`src/rtl/mux4_rr_arbiter_pkg.sv`:
```
// Shared types and helpers for the 4-way round-robin channel arbiter.
// Provides the state encoding, the requester index type and the rotating pick function.
package mux4_rr_arbiter_pkg;

    localparam int unsigned N_REQ = 4;

    typedef enum logic {
        IDLE,
        GRANT
    } arb_state_e;

    typedef logic [1:0] req_idx_t;

    // Scan runs from the farthest slot back toward ptr so the nearest hit overwrites earlier ones.
    function automatic req_idx_t rr_pick(input logic [N_REQ-1:0] req, input req_idx_t ptr);
        req_idx_t idx;
        rr_pick = ptr;
        for (int unsigned i = N_REQ; i > 0; i--) begin
            idx = ptr + req_idx_t'(i - 1);
            if (req[idx]) begin
                rr_pick = idx;
            end
        end
    endfunction

    function automatic logic [N_REQ-1:0] onehot(input req_idx_t idx);
        onehot = '0;
        onehot[idx] = 1'b1;
    endfunction

endpackage

```
`src/rtl/mux4_rr_arbiter_mux4.sv`:
```
// Combinational 4:1 data select for the shared output channel.
module mux4
#(
    parameter int unsigned W = 1
)
(
    input  logic [1:0]   sel,
    input  logic [W-1:0] d0,
    input  logic [W-1:0] d1,
    input  logic [W-1:0] d2,
    input  logic [W-1:0] d3,
    output logic [W-1:0] y
);

    always_comb begin
        y = '0;
        case (sel)
            2'd0: y = d0;
            2'd1: y = d1;
            2'd2: y = d2;
            2'd3: y = d3;
            default: y = '0;
        endcase
    end

endmodule

```
`src/rtl/mux4_rr_arbiter.sv`:
```
// Round-robin owner of a 4:1 output mux: registered one-hot grant and select,
// owner held for its transfer and rotated after MAX_HOLD cycles when others wait.
module mux4_rr_arbiter
    import mux4_rr_arbiter_pkg::*;
#(
    parameter int unsigned W        = 1,
    parameter int unsigned MAX_HOLD = 4
)
(
    input  logic         clk,
    input  logic         rst,
    input  logic [3:0]   req,
    input  logic [W-1:0] in1,
    input  logic [W-1:0] in2,
    input  logic [W-1:0] in3,
    input  logic [W-1:0] in4,
    output logic [3:0]   gnt,
    output logic [1:0]   sel,
    output logic         busy,
    output logic [W-1:0] out
);

    localparam int unsigned    CW       = $clog2(MAX_HOLD + 1);
    localparam logic [CW-1:0]  HOLD_MAX = CW'(MAX_HOLD);
    localparam logic [CW-1:0]  HOLD_ONE = CW'(1);

    arb_state_e       state, state_n;
    req_idx_t         ptr, ptr_n;
    req_idx_t         owner, owner_n;
    logic [CW-1:0]    hold_cnt, hold_n;
    logic [3:0]       gnt_n;
    logic [3:0]       others;
    req_idx_t         next_ptr;
    logic             rotate;
    logic [W-1:0]     mux_y;

    always_ff @(posedge clk or posedge rst) begin
        if (rst) begin
            state    <= IDLE;
            ptr      <= '0;
            owner    <= '0;
            hold_cnt <= '0;
            gnt      <= '0;
        end else begin
            state    <= state_n;
            ptr      <= ptr_n;
            owner    <= owner_n;
            hold_cnt <= hold_n;
            gnt      <= gnt_n;
        end
    end

    assign others   = req & ~onehot(owner);
    assign next_ptr = owner + 2'd1;
    // Release and preemption both move ptr past the owner; release wins, but the result is identical.
    assign rotate   = !req[owner] || ((hold_cnt == HOLD_MAX) && (|others));

    always_comb begin
        state_n = state;
        ptr_n   = ptr;
        owner_n = owner;
        hold_n  = hold_cnt;
        gnt_n   = gnt;
        case (state)
            IDLE: begin
                if (|req) begin
                    state_n = GRANT;
                    owner_n = rr_pick(req, ptr);
                    gnt_n   = onehot(owner_n);
                    hold_n  = HOLD_ONE;
                end
            end
            GRANT: begin
                if (rotate) begin
                    ptr_n = next_ptr;
                    if (|others) begin
                        owner_n = rr_pick(others, next_ptr);
                        gnt_n   = onehot(owner_n);
                        hold_n  = HOLD_ONE;
                    end else begin
                        state_n = IDLE;
                        gnt_n   = '0;
                        hold_n  = '0;
                    end
                end else if (hold_cnt != HOLD_MAX) begin
                    hold_n = hold_cnt + HOLD_ONE;
                end
            end
            default: begin
                state_n = IDLE;
                gnt_n   = '0;
            end
        endcase
    end

    assign sel  = owner;
    assign busy = (state == GRANT);

    mux4 #(.W(W)) u_mux4 (
        .sel (owner),
        .d0  (in1),
        .d1  (in2),
        .d2  (in3),
        .d3  (in4),
        .y   (mux_y)
    );

    assign out = busy ? mux_y : '0;

endmodule

```
`config.mk`:
```
export PLATFORM = sky130hd
export DESIGN_NAME = mux4_rr_arbiter
export DESIGN_NICKNAME = d
export VERILOG_FILES = /design/src/rtl/mux4_rr_arbiter_pkg.sv /design/src/rtl/mux4_rr_arbiter_mux4.sv /design/src/rtl/mux4_rr_arbiter.sv
export SDC_FILE = /design/constraint.sdc
export NUM_CORES = 1
export LEC_CHECK = 0
export ABC_AREA = 1
export CAP_MARGIN = 25
export CORE_MARGIN = 2
export CORE_UTILIZATION = 50
export CTS_CLUSTER_SIZE = 25
export DETAILED_ROUTE_END_ITERATION = 16
export GPL_TIMING_DRIVEN = 0
export PLACE_DENSITY = 0.74
export SYNTH_ARGS = -nofsm -noshare
export SYNTH_HDL_FRONTEND = slang
export SYNTH_SLANG_ARGS = --single-unit
export TNS_END_PERCENT = 30
```
`constraint.sdc`:
```
create_clock -name clk -period 2.1 [get_ports clk]
set_input_delay 0.21 -clock clk [delete_from_list [all_inputs] [get_ports clk]]
set_output_delay 0.21 -clock clk [all_outputs]
set_load 0.005 [all_outputs]
```
==> out/results.txt <==
post-synth top area cell: dfrtp_1
clk_lat worst skew: 0.27 ns
most frequent cells in the layout: 75 x nand2_1, 23 x inv_1, 19 x nand3_1
first-pass GRT wire length: 5070 um
grt total ovfl: 0
RePlAce Congestion: 0.859
setup tns final: 0 ns
Max Freq: 503 MHz
Reg clk slew, reported paths: 0.08 ns
fin nets: 245
Critical Path, Cell by Cell: inv_4 -> ha_2 -> inv_1 -> o21ai_0 -> a31oi_1 -> clkdlybuf4s50_1
power per standard cell area: 1920 nW/um^2
clk sink count: 12
antenna fix cells: 0
Die ar.: 2870 um^2
drt pass-1 iters: 4
fin util: 67.0%
Synth top area share: 24.4%
CP peak stage delay: 0.52 ns
Critical Path AT: 1.78 ns
Clock Skew: 0.00157 ns
Leakage: 0.809 nW
CP max FO: 9
register area: 303 um^2
1st-iter DRT viols: 39
RSZ-0062 raised after global routing: false
worst min path class: input pin to async pin
Starting Density: 54.0%
final setup violation count: 0
#FFs+latches synth: 12
end of the worst register-to-register path: gnt[0]$_DFFE_PP0P_
via count: 1319
num ports: 18
Rel. slew slack: 69.3%
cts bufs inserted: 3
worst r2r src: sel[0]$_DFFE_PP0P_
gr usage total: 23.6%
Die Span Y: 53.6 um
crit path to: out
Worst Tran Pin Value: 0.461 ns
Syn Nets: 221
ranking of synthesized cells by area: dfrtp_1 24%, nand2_1 23%, nand3_1 7.7%
# Max-Cap Violations: 0
CTS H-tree depth: 1
register area share after synthesis: 24.4%
final instance area: 1530 um^2
min cycle time layout: 1.99 ns
Crit-path slowest cell: clkdlybuf4s50_1
initial antenna violation count: 0
row count: 17
Final Hold Fails: 0
crit path kind: flip-flop to primary output
Post-Synthesis Cells: 205
largest net degree at the start of global routing: 13
WL final: 2870 um
Worst EP required: 1.89 ns
most common cell after layout, fill and taps aside: nand2_1
core area: 2280 um^2
Reg2Reg Setup Slack: 0.16 ns
yosys warns: 0
# hold bufs at CTS: 0
critical path endpoint category: primary output
DR DRC count: 0
area grow syn2layout: 24.1%
drt via density: 5.15
status: finished clean
Multi-input gate area: 807 um^2
remaining antenna violation count after routing: 0
FF-to-FF path depth: 16
Port Buffers: 17
Root Buffer: clkbuf_4
share of post-route cells with drive strength above 1: 17.1%
Crit. Startpoint: sel[0]$_DFFE_PP0P_
post-DP HPWL: 2340 um
Clock Path Buffers: 2
TritonCTS clock tree: built
fillers: 220
vias in the first global route: 1235
Die Wd: 53.6 um
Syn Area/Cell: 5.99 um^2
wire length per cell: 11.2 um
CP startpoint kind: flip-flop
area of the mapped netlist: 1230 um^2
Placed Instance Area: 1430 um^2
period utilization: 94.7%
maximum vdd drop: 0.00114 V
Netlist cell types: 22
fin. max-slew vios: 0
-- layer usage --
layer | share of wire, % | up-vias | GRT usage (%) | wire length (um)
li1 | - | 692 | - | -
met1 | 47 | 598 | 30.8 | 1360
met2 | 49 | 27 | 42.0 | 1400
met3 | 3.5 | 2 | 4.17 | 99
met4 | 0.24 | 0 | 2.56 | 7
met5 | 0 | - | 0 | 0
-- cells by family after synthesis --
| kind of cell | count (synthesis) | synth area share, % |
|---|---|---|
| xor+xnor | 2 | 2.04 |
| buf+inv | 37 | 12.7 |
| compound gates | 20 | 8.76 |
| simple gates | 128 | 45.9 |
| flops | 12 | 24.4 |
| fa+ha+maj | 6 | 6.11 |
-- synth_stat cells --
master / instances
ha_1: 6
nor2_2: 3
o21ai_1: 6
a21oi_1: 5
o21ai_0: 5
a21oi_2: 1
xor2_1: 1
buf_6: 2
a31oi_1: 3
nand3_2: 2
inv_4: 1
xnor2_2: 1
nand2_4: 2
inv_1: 24
nor2_1: 17
nand2_1: 75
inv_2: 9
nand2_2: 6
nand4_1: 4
clkinv_1: 1
dfrtp_1: 12
nand3_1: 19
-- timing repair --
action                     in CTS  in global routing
setup buffers                   0                  2
pin swaps                       0                  2
gates resized for setup         1                  9
setup endpoints to repair       1                  8
hold endpoints to repair        0                  0
-- power by group --
| part | switching (mW) | internal [mW] |
|---|---|---|
| sequential | 0.106 | 0.351 |
| clock | 0.0824 | 0.105 |
| combinational | 1.38 | 0.913 |
-- layout make-up --
type	count	area share (%)
Tap cell	28	2.30
Buffer	2	1.48
Multi-Input combinational cell	156	52.9
Clock buffer	4	2.38
Inverter	35	8.94
Timing Repair Buffer	19	12.1
Sequential cell	12	19.9
-- worst min-delay path by stage --
stage,from,cells past startpoint,endpoint
5_1_grt,rst,2,hold_cnt[2]$_DFFE_PP0P_
3_3_place_gp,gnt[0]$_DFFE_PP0P_,2,gnt[0]$_DFFE_PP0P_
2_1_floorplan,rst,1,busy$_DFF_PP0_
6_report,rst,2,hold_cnt[1]$_DFFE_PP0P_
3_5_place_dp,gnt[0]$_DFFE_PP0P_,2,gnt[0]$_DFFE_PP0P_
4_1_cts,rst,2,hold_cnt[2]$_DFFE_PP0P_
-- state kept, by name (all words and copies together), names as in the netlist --
| register | flops |
|---|---|
| ptr | 2 |
| sel | 2 |
| hold_cnt | 3 |
| gnt | 4 |
| busy | 1 |
-- critical path: cells and delay by family, from the launching register on --
family | cells | cell delay (ns)
DFF | 1 | 0.42
buffers and inverters | 3 | 0.66
AOI/OAI and AO/OA | 2 | 0.22
adders and majority gates | 1 | 0.20
-- stage by stage --
| stage | setup slack, ns | hold slack [ns] | std cells | power (mW) |
|---|---|---|---|---|
| after floorplan | 0.268 | 0.0747 | 205 | 2.09 |
| after global placement | 0.0774 | 0.469 | 250 | 2.54 |
| after detailed placement | 0.0336 | 0.479 | 250 | 2.60 |
| after CTS | 0.00789 | 0.250 | 254 | 2.81 |
| after global routing | 0.00763 | 0.278 | 256 | 3.30 |
| final | 0.110 | 0.252 | 256 | 2.94 |
(Power assumes the default switching activity.)
